`config.mk`:
```
export PLATFORM = sky130hd
export DESIGN_NAME = data_memory_bytelane
export DESIGN_NICKNAME = d
export VERILOG_FILES = /design/src/rtl/data_memory_bytelane.sv
export SDC_FILE = /design/constraint.sdc
export NUM_CORES = 1
export LEC_CHECK = 0
export ABC_AREA = 1
export CAP_MARGIN = 15
export CORE_ASPECT_RATIO = 1.1
export CORE_MARGIN = 5
export CORE_UTILIZATION = 33
export DETAILED_ROUTE_END_ITERATION = 12
export GPL_TIMING_DRIVEN = 0
export SLEW_MARGIN = 20
export SYNTH_ARGS = -nofsm -noshare
export SYNTH_HDL_FRONTEND = slang
export SYNTH_SLANG_ARGS = --single-unit
```
`constraint.sdc`:
```
create_clock -name clk -period 4.4 [get_ports clk]
set_input_delay 0.88 -clock clk [delete_from_list [all_inputs] [get_ports clk]]
set_output_delay 0.88 -clock clk [all_outputs]
set_load 0.01 [all_outputs]
```
`src/rtl/data_memory_bytelane.sv`:
```
// Byte-addressable data memory with a valid/ready request channel and a one-deep registered response.
// Define DMEM_IOPORT_EN to add the io_out/io_in port mapped at req_addr[15]=1.
module data_memory_bytelane #(
  parameter int    ADDR_BITS = 5,
  parameter int    DATA_W    = 32,
  parameter string INIT_FILE = ""
) (
  input  logic        clk,
  input  logic        rst,
  input  logic        req_valid,
  output logic        req_ready,
  input  logic        req_write,
  input  logic [31:0] req_addr,
  input  logic [1:0]  req_size,
  input  logic        req_unsigned,
  input  logic [31:0] req_wdata,
  output logic        rsp_valid,
  input  logic        rsp_ready,
  output logic [31:0] rsp_rdata,
  output logic        rsp_err
`ifdef DMEM_IOPORT_EN
  ,
  output logic [31:0] io_out,
  input  logic [31:0] io_in
`endif
);

  localparam int DEPTH = 1 << ADDR_BITS;

  typedef enum logic {EMPTY, FULL} rsp_state_t;

  if (DATA_W != 32) begin : g_bad_width
    $error("data_memory_bytelane: DATA_W must be 32");
  end

  logic [31:0] mem [DEPTH];

  rsp_state_t          state_q;
  rsp_state_t          state_d;
  logic                accept;
  logic                misaligned;
  logic                is_io;
  logic                mem_we;
  logic                io_we;
  logic [ADDR_BITS-1:0] word_idx;
  logic [3:0]          byte_en;
  logic [31:0]         wdata_lanes;
  logic [31:0]         rd_word;
  logic [31:0]         rd_lane;
  logic [31:0]         load_ext;
  logic                unused_addr_bits;

  assign unused_addr_bits = ^req_addr[31:ADDR_BITS+2];

  assign accept   = req_valid & req_ready;
  assign word_idx = req_addr[ADDR_BITS+1:2];

`ifdef DMEM_IOPORT_EN
  assign is_io = req_addr[15];
`else
  assign is_io = 1'b0;
`endif

  always_comb begin
    misaligned = 1'b0;
    case (req_size)
      2'b00:   misaligned = 1'b0;
      2'b01:   misaligned = req_addr[0];
      2'b10:   misaligned = (req_addr[1:0] != 2'b00);
      default: misaligned = 1'b1;
    endcase
  end

  // Store data is replicated across lanes so each enabled byte lane simply picks its own slice.
  always_comb begin
    byte_en     = 4'b0000;
    wdata_lanes = req_wdata;
    case (req_size)
      2'b00: begin
        byte_en     = 4'b0001 << req_addr[1:0];
        wdata_lanes = {4{req_wdata[7:0]}};
      end
      2'b01: begin
        byte_en     = req_addr[1] ? 4'b1100 : 4'b0011;
        wdata_lanes = {2{req_wdata[15:0]}};
      end
      2'b10: begin
        byte_en     = 4'b1111;
        wdata_lanes = req_wdata;
      end
      default: begin
        byte_en     = 4'b0000;
        wdata_lanes = req_wdata;
      end
    endcase
  end

  assign mem_we = accept & req_write & ~misaligned & ~is_io & ~rst;
  assign io_we  = accept & req_write & ~misaligned & is_io;

  always_ff @(posedge clk) begin
    if (mem_we) begin
      for (int b = 0; b < 4; b++) begin
        if (byte_en[b]) mem[word_idx][8*b +: 8] <= wdata_lanes[8*b +: 8];
      end
    end
  end

`ifdef DMEM_IOPORT_EN
  always_ff @(posedge clk or posedge rst) begin
    if (rst) begin
      io_out <= 32'h0;
    end else if (io_we) begin
      for (int b = 0; b < 4; b++) begin
        if (byte_en[b]) io_out[8*b +: 8] <= wdata_lanes[8*b +: 8];
      end
    end
  end

  assign rd_word = is_io ? io_in : mem[word_idx];
`else
  assign rd_word = mem[word_idx];
`endif

  assign rd_lane = rd_word >> {req_addr[1:0], 3'b000};

  always_comb begin
    load_ext = 32'h0;
    case (req_size)
      2'b00:   load_ext = {{24{rd_lane[7] & ~req_unsigned}}, rd_lane[7:0]};
      2'b01:   load_ext = {{16{rd_lane[15] & ~req_unsigned}}, rd_lane[15:0]};
      2'b10:   load_ext = rd_word;
      default: load_ext = 32'h0;
    endcase
  end

  always_ff @(posedge clk or posedge rst) begin
    if (rst) state_q <= EMPTY;
    else     state_q <= state_d;
  end

  always_comb begin
    state_d = state_q;
    if (accept)                            state_d = FULL;
    else if (state_q == FULL && rsp_ready) state_d = EMPTY;
  end

  always_comb begin
    rsp_valid = (state_q == FULL);
    req_ready = (state_q == EMPTY) | rsp_ready;
  end

  // Response payload only changes on accept, so it stays stable while back-pressured.
  always_ff @(posedge clk or posedge rst) begin
    if (rst) begin
      rsp_rdata <= 32'h0;
      rsp_err   <= 1'b0;
    end else if (accept) begin
      rsp_err   <= misaligned;
      rsp_rdata <= (req_write | misaligned) ? 32'h0 : load_ext;
    end
  end

endmodule

```
==> results of run 1 <==
metal layers:
layer	global-route usage, %	vias to the layer above	share of wire, %
met3	4.16	364	11
met4	10.2	0	5.9
met5	0	-	0
li1	-	12500	-
met2	31.2	1885	44
met1	27.8	14200	39
logic make-up after synthesis:
| family | synth area share (%) |
|---|---|
| AOI/OAI and AO/OA | 3.85 |
| and+or+nand+nor | 18.5 |
| buffers and inverters | 2.09 |
| DFF | 75.5 |
power groups by stage:
| stage | registers, mW | logic [mW] | clock network (mW) |
|---|---|---|---|
| after floorplan | 11.4 | 0.658 | 0 |
| after global placement | 11.4 | 1.33 | 0 |
| after detailed placement | 11.4 | 1.41 | 0 |
| after CTS | 11.2 | 1.42 | 8.94 |
| after global routing | 11.1 | 1.53 | 9.35 |
| final | 11.2 | 1.46 | 8.93 |
placed cells by master, fill, tap and decap left out, types with 2 or more instances in the layout:
cell and n:
a211oi_1 7, a21boi_0 7, a21oi_1 2, a22o_1 14
a22oi_1 160, buf_1 13, buf_16 4, buf_2 70
buf_4 33, buf_6 4, bufinv_16 7, clkbuf_1 121
clkbuf_16 111, clkbuf_2 4, clkdlybuf4s50_1 69, clkinv_1 29
clkinv_2 16, clkinvlp_4 2, dfrtp_1 34, edfxtp_1 1024
inv_1 22, inv_2 4, inv_6 3, nand2_1 1538
nand2_2 4, nand3_1 42, nand4_1 144, nor2_1 84
nor2_2 112, nor2_4 2, nor3_2 4, nor3_4 4
o211ai_1 8, o21ai_0 6, o21ai_1 3, o21ai_2 3
o21ai_4 6
worst max-delay path by stage:
stage	depth (start not counted)	from	slack, ns	to
after global placement	5	req_size[1]	-1.91	mem[9][12]
after CTS	10	req_size[1]	0.03	mem[13][5]
after floorplan	4	req_size[1]	1.14	mem[0][10]
after global routing	10	req_size[1]	-0.17	mem[22][22]
final	7	req_addr[2]	-0.02	mem[24][16]
after detailed placement	10	req_size[1]	-0.67	mem[13][3]
cell type report:
type                       count  area [um2]
antenna                        1        2.50
multi-input combinational   2154        9750
clock buffer                 143        2900
sequential                  1058       31600
clock inverter                59         503
timing repair buffer         111        1080
tap                         1668        2090
buffer                       176         777
inverter                      27         101
fill                       11900       77500
state kept, by name, summed over array words and instances, names as in the netlist:
| signal | cells |
|---|---|
| mem | 1024 |
| rsp_rdata | 32 |
| rsp_err | 1 |
| rsp_valid | 1 |
worst max-delay path, cell delays in order:
cell             delay, ns
clkdlybuf4s50_1       0.53
buf_4                 0.26
nor2_2                0.27
clkbuf_1              0.91
buf_1                 0.45
nand2_1               0.37
nor2_1                1.02
what timing repair did:
| action | CTS | global route |
|---|---|---|
| buffers inserted | 0 | 0 |
| resized for setup | 0 | 54 |
| setup endpoints to repair | 0 | 383 |
==> results.sh, run 1 <==
export IMPL_status="finished, violations left"
export IMPL_violations="setup timing"
export IMPL_gp_congestion=0.991
export IMPL_path_class="in -> reg"
export IMPL_p_per_area_nw_per_um2=441
export IMPL_synthCells=3415
export IMPL_hold_class="reg -> reg"
export IMPL_cts_buffers=110
export IMPL_dr_total_vias=28900
export IMPL_ff2ff_path_depth=6
export IMPL_clock_sinks=1058
export IMPL_p_switching_mw=5.00
export IMPL_antenna_found_initial=5
export IMPL_finalCritPeriodShare_pct=101
export IMPL_grt_util_all_layers_pct=20.4
export IMPL_synth_area_top_cells="edfxtp_1 (74%), nand2_1 (14%), a22oi_1 (2.9%), nand4_1 (2.2%), dfrtp_1 (2.0%)"
export IMPL_hold_violations=0
export IMPL_crit_required_ns=4.69
export IMPL_synth_nets=3487
export IMPL_stdcell_count=5397
export IMPL_p_leak_nw=17.1
export IMPL_maxSlewViolCount=0
export IMPL_end_kind="flop"
export IMPL_ctsHoldBuffers=0
export IMPL_routed_wl_um=142000
export IMPL_grt_overflow_total=0
export IMPL_synth_largest_area_cell="edfxtp_1"
export IMPL_grt_pass1_wl_um=196000
export IMPL_r2r_end="mem[22][16]"
export IMPL_worst_slack_ns=-0.0223
export IMPL_vias_per_cell=5.36
export IMPL_pwr_share_comb_pct=6.8
export IMPL_tightest_slew_ns=1.28
export IMPL_fp_row_count=137
export IMPL_hpwl_um=94200
export IMPL_netlist_area_um2=41800
export IMPL_worst_clock_skew_ns=0.0214
export IMPL_die_w_um=349
export IMPL_p_int_mw=16.5
export IMPL_start_kind="primary input"
export IMPL_grt_pass1_vias=26800
export IMPL_cts_buffer_depth=3
export IMPL_place_area_um2=45200
export IMPL_rsz0062_at_grt="yes"
export IMPL_hold_end="rsp_rdata[29]"
export IMPL_drt_iter0_drc=4231
export IMPL_grt_start_max_net_pins=36
export IMPL_htree_levels=3
export IMPL_syn_area_per_cell_um2=12.2
export IMPL_hold_depth=2
export IMPL_fin_nets=3710
export IMPL_fin_crit_ns=4.42
export IMPL_p_sw_share_pct=23.2
export IMPL_synth_ff_type="edfxtp_1"
export IMPL_syn2layout_area_growth_pct=16.7
export IMPL_drv_cap=0
export IMPL_drive_gt1_share_pct=10.7
export IMPL_crit_fanout=10
export IMPL_r2r_slack_ns=1.25
export IMPL_wire_per_inst_um=26.2
export IMPL_fin_area_um2=48800
export IMPL_die_h_um=383
export IMPL_place_ws_ns=-0.673
export IMPL_irDropWorstVdd_mv=0.328
export IMPL_setup_viol=8
export IMPL_yosysMostFrequentCell="nand2_1"
export IMPL_whs_ns=0.475
export IMPL_first_pass_iters=6
export IMPL_postLayoutCoreUtil_pct=38.6
export IMPL_fmax_mhz=226
export IMPL_ioPinCount=107
export IMPL_yosys_warnings=0
export IMPL_clk_pin_slew_ns=0.06
export IMPL_start_util_pct=33.1
export IMPL_arrival_ns=4.72
export IMPL_final_antenna_net_count=0
export IMPL_power_share_sequential_pct=51.8
export IMPL_root_buffer="clkbuf_16"
export IMPL_p_total_mw=21.5
export IMPL_port_buffers=77
export IMPL_synth_edff_count=1024
export IMPL_synth_top_area_share_pct=73.5
export IMPL_slew_limit_headroom_pct=14.1
export IMPL_core_area_um2=126000
export IMPL_die_area_um2=134000
export IMPL_async_reset_ff_share_pct=3.21
export IMPL_synth_seq_area_share_pct=75.5
export IMPL_drc_errors=0
export IMPL_r2r_start="rsp_valid"
export IMPL_dp_cells=5193
export IMPL_clock_power_share_pct=41.4
export IMPL_clock_latency_ns=0.69
export IMPL_fin_setup_tns_ns=-0.131
export IMPL_cts_tree="yes"
export IMPL_hold_path_startpoint="rsp_rdata[29]"
export IMPL_yosysUniqueCellTypes=29
export IMPL_synth_seq_cells=1058
export IMPL_synthTopCellsByCount="nand2_1 (1542), edfxtp_1 (1024), nor2_1 (195)"
Note: power is estimated with default switching activity, not from simulation.
==> run 2: changes to the inputs <==
--- a/config.mk
+++ b/config.mk
@@ -9,9 +9,9 @@
 export CAP_MARGIN = 15
 export CORE_ASPECT_RATIO = 1.1
 export CORE_MARGIN = 5
-export CORE_UTILIZATION = 33
+export CORE_UTILIZATION = 58
 export DETAILED_ROUTE_END_ITERATION = 12
-export GPL_TIMING_DRIVEN = 0
+export PLACE_DENSITY = 0.75
 export SLEW_MARGIN = 20
 export SYNTH_ARGS = -nofsm -noshare
 export SYNTH_HDL_FRONTEND = slang
==> run 2 against run 1 <==
The flow now finishes without violations. Routed wire length is 20% lower. Core utilization is 29 points higher. Setup slack better by 0.96 ns. Clock power is 7.8% lower. Clock skew is 0.00062 ns higher. Global-route usage is 8.4 points higher. Largest cell class unchanged. Largest power group unchanged.
==> results.sh, run 2 (synthesis gave the netlist of run 1 again) <==
export IMPL_dp_cells=4502
export IMPL_rsz0062_at_grt="no"
export IMPL_core_area_um2=71700
export IMPL_finalCritPeriodShare_pct=78.8
export IMPL_end_kind="flop"
export IMPL_status="completed"
export IMPL_path_class="in -> reg"
export IMPL_drive_gt1_share_pct=10.8
export IMPL_tightest_slew_ns=1.20
export IMPL_antenna_found_initial=1
export IMPL_grt_util_all_layers_pct=28.8
export IMPL_cts_buffer_depth=3
export IMPL_fmax_mhz=288
export IMPL_clock_sinks=1058
export IMPL_setup_viol=0
export IMPL_crit_required_ns=4.95
export IMPL_irDropWorstVdd_mv=0.390
export IMPL_hold_violations=0
export IMPL_postLayoutCoreUtil_pct=67.3
export IMPL_die_h_um=292
export IMPL_drc_errors=0
export IMPL_cts_buffers=100
export IMPL_regMostFlops="mem"
export IMPL_grt_pass1_wl_um=167000
export IMPL_start_kind="primary input"
export IMPL_grt_overflow_total=0
export IMPL_root_buffer="clkbuf_16"
export IMPL_p_total_mw=20.7
export IMPL_slew_limit_headroom_pct=20.0
export IMPL_mostFrequentLayoutCells="nand2_1 (1540), edfxtp_1 (1024), buf_4 (223)"
export IMPL_fill_cells=4948
export IMPL_largestRegisters="mem: 1024 flops, rsp_rdata: 32 flops"
export IMPL_vias_per_cell=6.00
export IMPL_hold_path_startpoint="rsp_rdata[7]"
export IMPL_maxSlewViolCount=0
export IMPL_start_util_pct=58.4
export IMPL_clk_pin_slew_ns=0.06
export IMPL_wire_per_inst_um=24.1
export IMPL_fin_nets=3731
export IMPL_mostFrequentLayoutCell="nand2_1"
export IMPL_p_per_area_nw_per_um2=430
export IMPL_grt_start_max_net_pins=120
export IMPL_port_buffers=81
export IMPL_routed_wl_um=113000
export IMPL_syn2layout_area_growth_pct=15.3
export IMPL_fin_setup_tns_ns=0
export IMPL_drt_iter0_drc=3845
export IMPL_grt_pass1_vias=27100
export IMPL_fin_crit_ns=3.47
export IMPL_final_antenna_net_count=0
export IMPL_antenna_cells=0
export IMPL_dr_total_vias=28100
export IMPL_p_leak_nw=17.7
export IMPL_die_area_um2=77600
export IMPL_clock_latency_ns=0.67
export IMPL_hpwl_um=70200
export IMPL_stdcell_count=4684
export IMPL_r2r_start="mem[25][7]"
export IMPL_htree_levels=3
export IMPL_ctsHoldBuffers=0
export IMPL_setup_worst_path_start="req_addr[3]"
export IMPL_first_pass_iters=6
export IMPL_hold_class="reg -> reg"
export IMPL_cts_setup_buffers=0
export IMPL_ioPinCount=107
export IMPL_crit_fanout=50
export IMPL_drv_cap=0
export IMPL_whs_ns=0.478
export IMPL_die_w_um=266
export IMPL_worst_clock_skew_ns=0.0220
export IMPL_largest_reg_flops=1024
export IMPL_arrival_ns=4.01
export IMPL_cts_tree="yes"
export IMPL_fp_row_count=103
export IMPL_cts_resized=0
export IMPL_gp_congestion=0.935
run 2: cell types whose count changed in the layout (fill, tap and decap cells not counted), moves of 10 or more:
cell | before | now
clkdlybuf4s50_1 | 69 | 79
buf_12 | 0 | 14
clkbuf_1 | 121 | 18
buf_4 | 33 | 223
nor2_1 | 84 | 194
buf_1 | 13 | 0
nor2_2 | 112 | 1
clkbuf_16 | 111 | 100
buf_2 | 70 | 2
run 2: final timing paths:
kind                                 endpoint  slack (ns)  cells after the start
worst min register to register   rsp_rdata[7]        0.48                      2
worst max-delay path            rsp_rdata[12]        0.93                     16
worst max register to register  rsp_rdata[12]        1.77                     14
worst min-delay path             rsp_rdata[7]        0.48                      2
max in group asynchronous        rsp_rdata[9]        3.37                      3
min in group asynchronous       rsp_rdata[28]        0.71                      3
run 2: per-layer routing:
layer | track usage [%] | wire length, um | up-vias
li1 | - | - | 12500
met5 | 0 | 0 | -
met2 | 45.3 | 52900 | 1794
met1 | 37.9 | 39600 | 13500
met4 | 16.7 | 7860 | 0
met3 | 5.71 | 12700 | 377
run 2: stage by stage:
| step | worst slack [ns] | instance area, um2 |
|---|---|---|
| final | 0.934 | 48200 |
| after global routing | 0.776 | 48200 |
| after CTS | 1.05 | 48200 |
| after detailed placement | 0.369 | 45100 |
| after global placement | 0.403 | 45100 |
| after floorplan | 1.14 | 41800 |
run 2: layout make-up:
| cell class | count | area (um2) | share of cell area [%] |
|---|---|---|---|
| Sequential cell | 1058 | 31600 | 65.5 |
| Timing Repair Buffer | 318 | 2760 | 5.71 |
| Multi-Input combinational cell | 2154 | 9470 | 19.6 |
| Clock inverter | 64 | 529 | 1.10 |
| Tap cell | 945 | 1180 | 2.45 |
| Inverter | 27 | 109 | 0.226 |
| Clock buffer | 118 | 2570 | 5.33 |
run 2: where the power goes:
group	internal, mW	switching, mW	total [mW]
sequential	11.1	0.0114	11.1
combinational	0.351	0.983	1.33
clock	4.59	3.64	8.23
total	16.1	4.63	20.7
run 2: worst max-delay path, stage by stage:
cell and delay, ns:
buf_2 0.19, inv_2 0.49, nor2_4 0.17, buf_12 0.25, nand2_1 0.10, nand3_1 0.08, nand2_1 0.06, nand2_1 0.11
nor2_1 0.12, nand2_1 0.21, nand2_1 0.12, nand2_1 0.08, o21ai_2 0.72, nand3_1 0.22, nand2_1 0.12, nand2_1 0.05
